===== src/rtl/apb_rr_master.sv =====
// APB master shared by REQS requesters: round-robin arbitration, top-byte slave decode,
// and a zero-wait-state SETUP/ACCESS sequence with a registered one-cycle response strobe.
module apb_rr_master #(
    parameter int unsigned WIDTH  = 32,
    parameter int unsigned SLAVES = 3,
    parameter int unsigned REQS   = 2
) (
    input  logic                   Hclk,
    input  logic                   Hresetn,
    input  logic [REQS-1:0]        req_valid,
    input  logic [REQS-1:0]        req_write,
    input  logic [REQS*WIDTH-1:0]  req_addr,
    input  logic [REQS*WIDTH-1:0]  req_wdata,
    output logic [REQS-1:0]        req_ready,
    output logic [REQS-1:0]        rsp_valid,
    output logic [WIDTH-1:0]       rsp_rdata,
    output logic                   rsp_err,
    output logic                   Penable,
    output logic                   Pwrite,
    output logic [WIDTH-1:0]       Paddr,
    output logic [WIDTH-1:0]       Pwdata,
    output logic [SLAVES-1:0]      Pselx,
    input  logic [WIDTH-1:0]       Prdata
);

    localparam int unsigned PW = $clog2(REQS);

    typedef enum logic [1:0] {IDLE, SETUP, ACCESS, ERR} state_t;

    state_t             state_q, state_d;
    logic [PW-1:0]      ptr_q, ptr_d;
    logic [PW-1:0]      gnt_q, gnt_d;
    logic               Penable_q, Penable_d;
    logic               Pwrite_q, Pwrite_d;
    logic [WIDTH-1:0]   Paddr_q, Paddr_d;
    logic [WIDTH-1:0]   Pwdata_q, Pwdata_d;
    logic [SLAVES-1:0]  Pselx_q, Pselx_d;
    logic [REQS-1:0]    rsp_valid_q, rsp_valid_d;
    logic [WIDTH-1:0]   rsp_rdata_q, rsp_rdata_d;
    logic               rsp_err_q, rsp_err_d;

    logic               found;
    logic [PW-1:0]      win;
    logic [PW-1:0]      idx;
    logic [WIDTH-1:0]   win_addr;
    logic [WIDTH-1:0]   win_wdata;
    logic               win_write;
    logic [7:0]         win_top;
    logic [SLAVES-1:0]  dec_sel;
    logic               hit;
    logic [REQS-1:0]    ready_c;

    // First valid requester at or above the pointer, wrapping mod REQS.
    always_comb begin
        found     = 1'b0;
        win       = '0;
        idx       = '0;
        win_addr  = '0;
        win_wdata = '0;
        win_write = 1'b0;
        for (int unsigned k = 0; k < REQS; k++) begin
            idx = PW'((32'(ptr_q) + k) % REQS);
            if (!found && req_valid[idx]) begin
                found     = 1'b1;
                win       = idx;
                win_addr  = req_addr[idx*WIDTH +: WIDTH];
                win_wdata = req_wdata[idx*WIDTH +: WIDTH];
                win_write = req_write[idx];
            end
        end
    end

    always_comb begin
        win_top = win_addr[WIDTH-1 -: 8];
        dec_sel = '0;
        for (int unsigned i = 0; i < SLAVES; i++) begin
            dec_sel[i] = (win_top == 8'(8'h80 + i));
        end
        hit = |dec_sel;
    end

    always_ff @(posedge Hclk) begin
        if (!Hresetn) begin
            state_q     <= IDLE;
            ptr_q       <= '0;
            gnt_q       <= '0;
            Penable_q   <= 1'b0;
            Pwrite_q    <= 1'b0;
            Paddr_q     <= '0;
            Pwdata_q    <= '0;
            Pselx_q     <= '0;
            rsp_valid_q <= '0;
            rsp_rdata_q <= '0;
            rsp_err_q   <= 1'b0;
        end else begin
            state_q     <= state_d;
            ptr_q       <= ptr_d;
            gnt_q       <= gnt_d;
            Penable_q   <= Penable_d;
            Pwrite_q    <= Pwrite_d;
            Paddr_q     <= Paddr_d;
            Pwdata_q    <= Pwdata_d;
            Pselx_q     <= Pselx_d;
            rsp_valid_q <= rsp_valid_d;
            rsp_rdata_q <= rsp_rdata_d;
            rsp_err_q   <= rsp_err_d;
        end
    end

    always_comb begin
        state_d = state_q;
        case (state_q)
            IDLE:    if (found) state_d = hit ? SETUP : ERR;
            SETUP:   state_d = ACCESS;
            ACCESS:  state_d = IDLE;
            ERR:     state_d = IDLE;
            default: state_d = IDLE;
        endcase
    end

    always_comb begin
        ready_c     = '0;
        ptr_d       = ptr_q;
        gnt_d       = gnt_q;
        Penable_d   = 1'b0;
        Pwrite_d    = Pwrite_q;
        Paddr_d     = Paddr_q;
        Pwdata_d    = Pwdata_q;
        Pselx_d     = Pselx_q;
        rsp_valid_d = '0;
        rsp_rdata_d = rsp_rdata_q;
        rsp_err_d   = rsp_err_q;
        case (state_q)
            IDLE: begin
                if (found) begin
                    ready_c[win] = 1'b1;
                    ptr_d        = (win == PW'(REQS-1)) ? '0 : win + 1'b1;
                    gnt_d        = win;
                    // Bus fields are only loaded on a decode hit so they hold across errors.
                    if (hit) begin
                        Pselx_d  = dec_sel;
                        Paddr_d  = win_addr;
                        Pwrite_d = win_write;
                        Pwdata_d = win_wdata;
                    end
                end
            end
            SETUP: Penable_d = 1'b1;
            ACCESS: begin
                Pselx_d            = '0;
                rsp_valid_d[gnt_q] = 1'b1;
                rsp_err_d          = 1'b0;
                rsp_rdata_d        = Pwrite_q ? '0 : Prdata;
            end
            ERR: begin
                rsp_valid_d[gnt_q] = 1'b1;
                rsp_err_d          = 1'b1;
                rsp_rdata_d        = '0;
            end
            default: ;
        endcase
    end

    assign req_ready = ready_c;
    assign rsp_valid = rsp_valid_q;
    assign rsp_rdata = rsp_rdata_q;
    assign rsp_err   = rsp_err_q;
    assign Penable   = Penable_q;
    assign Pwrite    = Pwrite_q;
    assign Paddr     = Paddr_q;
    assign Pwdata    = Pwdata_q;
    assign Pselx     = Pselx_q;

endmodule

===== config.mk =====
export PLATFORM = sky130hd
export DESIGN_NAME = apb_rr_master
export DESIGN_NICKNAME = d
export VERILOG_FILES = /design/src/rtl/apb_rr_master.sv
export SDC_FILE = /design/constraint.sdc
export NUM_CORES = 1
export LEC_CHECK = 0
export ABC_AREA = 1
export CAP_MARGIN = 20
export CORE_UTILIZATION = 42
export CTS_BUF_LIST = sky130_fd_sc_hd__clkbuf_16
export CTS_CLUSTER_SIZE = 30
export DETAILED_ROUTE_END_ITERATION = 16
export PLACE_DENSITY = 0.81
export REMOVE_ABC_BUFFERS = 1
export SYNTH_ARGS = -nofsm -noshare
export SYNTH_HDL_FRONTEND = slang
export SYNTH_SLANG_ARGS = --single-unit

===== constraint.sdc =====
create_clock -name Hclk -period 2.6 [get_ports Hclk]
set_input_delay 0.39 -clock Hclk [delete_from_list [all_inputs] [get_ports Hclk]]
set_output_delay 0.39 -clock Hclk [all_outputs]
set_load 0.01 [all_outputs]

; Word level (Yosys, flattened, before mapping)
; Index checks and enable logic that the tools add are counted.
[totals]
reg_bits = 108
latch_bits = 0
ramBits = 0
rom_bits = 0
output_inout_bits = 106
word_cells = 79
mem_count = 0
[classes]
addsub = 2
n_mul = 0
n_div = 0
magnitude_cmp = 6
eq_ne = 8
n_shift = 4
mux = 35
bitwise_logic = 0
n_reduce_logical = 13
[op_table]
columns = op, n
row1 = $shiftx 64x7->32, 4
row2 = $mux 32, 5
row3 = $pmux 32 s2, 1
row4 = $eq 8x8->1 const B, 3
row5 = $mux 1, 18
row6 = $lt 1x2->1 const B, 4
row7 = $mux 2, 4
row8 = $mux 3, 2
row9 = $pmux 2 s3, 1
row10 = $pmux 3 s2, 1
row11 = $reduce_and 3->1, 2
row12 = $eq 2x2->1 const B, 2
row13 = $ne 2x2->1 const B, 2
row14 = $reduce_and 2->1, 2
row15 = $reduce_bool 2->1, 2
row16 = $logic_and 1x1->1, 3
row17 = $reduce_or 3->1, 1
row18 = $add 1x1->1 const B, 2
row19 = $demux 1 s1, 2
row20 = $eq 2x1->1 const B, 1
row21 = $ge 1x1->1 const B, 2
row22 = $logic_not 2->1, 1
row23 = $pmux 1 s2, 1
row24 = $reduce_or 2->1, 1
row25 = $logic_not 1->1, 1

; Logic depth before layout (Yosys ltp)
; Gate-level depths: netlist of the first run.
[logic_depth]
ltp_word = 12
depth_mapped = 17
ltp_nobuf = 15

; Least setup slack after synthesis of the first run
; No wires, ideal clock.
[synth_timing]
kind = input-to-reg
start = input port req_valid[0]
end = register Paddr_q[25] (netlist: Paddr[25])
t_arrival_ns = 1.757
path_slack_ns = 0.729
path_stages = 14
n_path_buf = 3
cell_sequence = inv_1 > o21ai_4 > buf_4 > nand2_1 > nand2_1 > nand2_1 > nor2_2 > nand2_1 > nand2_2 > nand2_4 > buf_6 > buf_6 > o21ai_1 > nor2_1
[synth_via]
elab_chain_cells = 9
[synth_lines]
columns = item, line_no
row1 = start: declaration, 10  ; input logic [REQS-1:0] req_valid,
row2 = $mux 1 (not written as such) (2 in series), 63  ; if (!found && req_valid[idx]) begin
row3 = $mux 1, 63
row4 = $logic_not 1->1, 63
row5 = $logic_and 1x1->1, 63
row6 = $mux 32, 63
row7 = $eq 8x8->1, 77  ; dec_sel[i] = (win_top == 8'(8'h80 + i));
row8 = $reduce_or 3->1, 79  ; hit = |dec_sel;
row9 = $reduce_and 3->1 (no source line), --
row10 = end signal: assignment, 101  ; Paddr_q <= Paddr_d;
row11 = end: declaration, 35  ; logic [WIDTH-1:0] Paddr_q, Paddr_d;
; Several ways; a longest one is shown, not always the timed one. The select of a mux whose other input is x is not followed.
; A chain may end at the register's enable or synchronous reset.

; Final worst setup path of the first run
[layout_timing]
start = input port req_valid[0]
end = output port req_ready[1]
[layout_via]
elab_chain_cells = 12
[layout_lines]
columns = item, line_no
row1 = $mux 1 (not written as such) (2 in series), 63
row2 = $mux 1, 63
row3 = $logic_not 1->1, 63
row4 = $logic_and 1x1->1, 63
row5 = $mux 1, 63
row6 = $lt 1x2->1 (not written as such) / $ge 1x1->1 (equally long branches), 136  ; ready_c[win] = 1'b1;
row7 = $logic_and 1x1->1 (not written as such), 136
row8 = $mux 1 (not written as such), 136
row9 = $demux 1 s1, 136
row10 = $mux 2 *, 135  ; if (found) begin
row11 = $mux 2 *, 133  ; case (state_q)
row12 = end: declaration, 14  ; output logic [REQS-1:0] req_ready,
; Every way passes the cells marked *; elsewhere a longest branch is shown, timed or not. The select of a mux whose other input is x is not followed.

==> impl_metrics.py, run 1 <==
metrics = {
    "outcome": {
        "status": "complete, no violations",
    },
    "logic_synthesis": {
        "syn_inst": 956,
        "ys_seq_elements": 108,
        "synth_area_leaders": "dfxtp_1, nand2_1, o21ai_0, nor2_1, a22o_1",
        "netlist.area_leader.share_pct": 35.78,
        "syn_area_mm2": 0.006043,
        "yosysSeqAreaShare_pct": 35.78,
        "ys_warn_count": 0,
        "synth_cell_type_count": 25,
        "synth_area_leader_cell": "dfxtp_1",
        "syn_area_per_cell_um2": 6.321,
    },
    "hold_path": {
        "holdCritPathClass": "flop to flop",
    },
    "setup_path": {
        "worst-path-max-fanout": 3,
        "cpMaxStageDelayCell": "clkdlybuf4s50_1",
        "end_kind": "output port",
        "critPathKind": "input pin to output port",
        "path_delay_family": "buffers and inverters",
        "cp_common_cell": "clkdlybuf4s50_1",
        "start_kind": "input pin",
        "path_cells": "clkdlybuf4s50_1, inv_1, o21ai_0, nor2_1, clkdlybuf4s50_1",
        "cpPeakStageDelay_ns": 0.59,
        "arrival_ns": 1.83,
        "critPathRequiredTime_ns": 2.21,
        "cp_num_buf_inv": 3,
    },
    "sta": {
        "tightestPinTransition_ns": 0.8429,
        "drv_slew": 0,
        "fin_crit_sh_pct": 85.24,
        "fmax_mhz": 451.2,
        "hold_viol": 0,
        "skew_ns": 0.01018,
        "slew_headroom_pct": 43.81,
        "post-route-min-period_ns": 2.216,
        "tns_ns": 0,
        "rsz0062_at_grt": "no",
        "fin_ws_ns": 0.3837,
        "setup_viol": 0,
    },
    "power_and_ir_drop": {
        "pwr-share-comb_pct": 54.2,
        "leakagePower_nw": 3.820,
        "internal_power_w": 0.004703,
        "p_total_w": 0.007890,
        "ir_drop_mv": 0.4675,
        "power.density_mw_per_mm2": 860.4,
        "switchingPower_w": 0.003187,
        "sw_frac_of_total_pct": 40.39,
        "p_seq_share_pct": 28.1,
        "p_clk_share_pct": 17.7,
    },
    "clocking": {
        "cts_buffer_depth": 2,
        "cts_root_buffer": "clkbuf_16",
        "clock_sinks": 108,
        "numCtsBuffers": 9,
        "htree_levels": 3,
        "cts.clk_slew.worst_paths_ns": 0.07,
        "cts.hold.buffers_added": 0,
        "clkLatencyLatePin_ns": 0.35,
        "cts_tree": "yes",
    },
    "floorplanning": {
        "core_area_mm2": 0.01393,
        "die_y_um": 122.0,
        "rows": 43,
        "dieArea_mm2": 0.01487,
        "ios": 272,
        "initial_utilization_pct": 43.37,
        "die_w_um": 122.0,
    },
    "final_layout": {
        "nets": 1357,
        "area_growth_pct": 51.74,
        "fin_util_pct": 65.81,
        "final_cell_mix": "clkdlybuf4s50_1, nand2_1, o21ai_0",
        "drive_above_1_share_pct": 4.519,
        "n_antenna_cell": 0,
        "final_common_cell": "clkdlybuf4s50_1",
    },
    "grt": {
        "grt_usage_pct": 24.88,
        "first_global_vias": 6031,
        "gr-total-overflow": 0,
        "grt_pass1_wl_um": 28890,
        "grt_max_degree": 95,
        "grt_antenna_before_repair": 0,
    },
    "placed_design": {
        "port_buffers": 271,
        "place.gp.congestion": 0.8092,
        "hpwl_um": 13380,
        "pre_cts_slack_ns": 0.01673,
    },
    "routing": {
        "post_drt_wl_per_cell_um": 13.65,
        "routed_wl_um": 18770,
        "routed-wl-met3_um": 2004,
        "drt.antenna.violating_nets": 0,
        "drt-met1-wl_um": 7263,
        "num_vias": 6822,
        "drt_iter0_markers": 349,
        "first_pass_iters": 4,
        "viasPerCell": 4.961,
        "drc": 0,
        "wl_met2_um": 9293,
        "routed.top_layer": "met4",
    },
    "job": {
        "max_cap_violations": 0,
    },
}
-- timing repair --
| item | CTS | global route |
|---|---|---|
| setup buffers | 0 | 3 |
| resized for setup | 0 | 1 |
| setup endpoints to repair | 0 | 1 |
-- path summary, 6_finish.rpt --
kind | startpoint | to | slack (ns) | depth (start not counted)
setup / recovery | req_valid[0] | req_ready[1] | 0.38 | 5
hold / removal | gnt_q | rsp_valid[0] | 0.43 | 1
hold reg to reg | gnt_q | rsp_valid[0] | 0.43 | 1
setup reg to reg | ptr_q | Pwdata[17] | 0.45 | 14
-- worst register-to-register path: stages, from the launching register on --
cell	delay, ns
dfxtp_4	0.44
buf_4	0.32
nand2_1	0.08
o21ai_0	0.08
nand2_1	0.07
nand2_1	0.13
nand2_1	0.07
nor2_1	0.15
nand2_1	0.10
nand2_2	0.10
nand2_4	0.07
inv_2	0.08
buf_12	0.23
nor2_1	0.08
nor2_1	0.10
-- synthesized netlist by cell type --
| cell | instances |
|---|---|
| nand2_1 | 254 |
| o21ai_0 | 168 |
| nor2_1 | 144 |
| dfxtp_1 | 108 |
| inv_1 | 73 |
| a22o_1 | 57 |
| clkbuf_1 | 51 |
| a21oi_1 | 34 |
| o21ai_1 | 12 |
| nand3_1 | 10 |
| buf_2 | 8 |
| buf_1 | 4 |
| buf_4 | 4 |
| buf_6 | 4 |
| nand4_1 | 4 |
| nor3_1 | 4 |
| inv_2 | 3 |
| nand2_2 | 3 |
| a211oi_1 | 2 |
| clkinv_1 | 2 |
| nand2_4 | 2 |
| nor2_4 | 2 |
| inv_4 | 1 |
| nor2_2 | 1 |
| o21ai_4 | 1 |
-- layout make-up --
type | instances | area [µm²]
Inverter | 79 | 299.0
Clock buffer | 10 | 250.2
Sequential cell | 108 | 2166
Timing Repair Buffer | 295 | 2915
Fill cell | 1242 | 4765
Multi-Input combinational cell | 698 | 3263
Clock inverter | 5 | 51.30
Tap cell | 180 | 225.2
-- sequential cells by signal, summed over array words and instances (netlist names) --
| signal | cells |
|---|---|
| Paddr | 32 |
| Penable | 1 |
| Pselx | 3 |
| Pwdata | 32 |
| Pwrite | 1 |
| gnt_q | 1 |
| ptr_q | 1 |
| rsp_err | 1 |
| rsp_rdata | 32 |
| rsp_valid | 2 |
| state_q | 2 |
-- per-stage QoR --
| stage | area, µm² | hold slack, ns | instances |
|---|---|---|---|
| 2_1_floorplan | 5722 | 0.4013 | 885 |
| 3_3_place_gp | 8843 | 0.4086 | 1357 |
| 3_5_place_dp | 8843 | 0.4132 | 1357 |
| 4_1_cts | 9145 | 0.4229 | 1372 |
| 5_1_grt | 9170 | 0.4561 | 1375 |
| 6_report | 9170 | 0.4286 | 1375 |
-- power groups by stage --
stage	logic [W]	clock network [W]	registers, W
2_1_floorplan	0.00227	0	0.00251
3_3_place_gp	0.00421	0	0.00223
3_5_place_dp	0.00427	0	0.00225
4_1_cts	0.00429	0.00142	0.00221
5_1_grt	0.00478	0.00149	0.00225
6_report	0.00428	0.00140	0.00221
-- cell families (layout without fill, tap and decap cells) --
kind of cell | after synthesis | count (layout) | share of synthesized area (%)
simple gates | 424 | 424 | 27.45
compound gates | 274 | 274 | 26.50
buf+inv | 150 | 389 | 10.27
flops | 108 | 108 | 35.78
-- routing by layer --
layer | vias up | GRT usage (%)
li1 | 3564 | -
met1 | 3008 | 27.28
met2 | 239 | 44.35
met3 | 11 | 9.036
met4 | 0 | 7.562
met5 | - | 0
Note: power is estimated with default switching activity, not from simulation.
==> run 2, diff against run 1 <==
SKIP_LAST_GASP = 1   (was default)
==> results of run 2 <==
No change in the layout: final DEF, timing and power equal those of run 1.
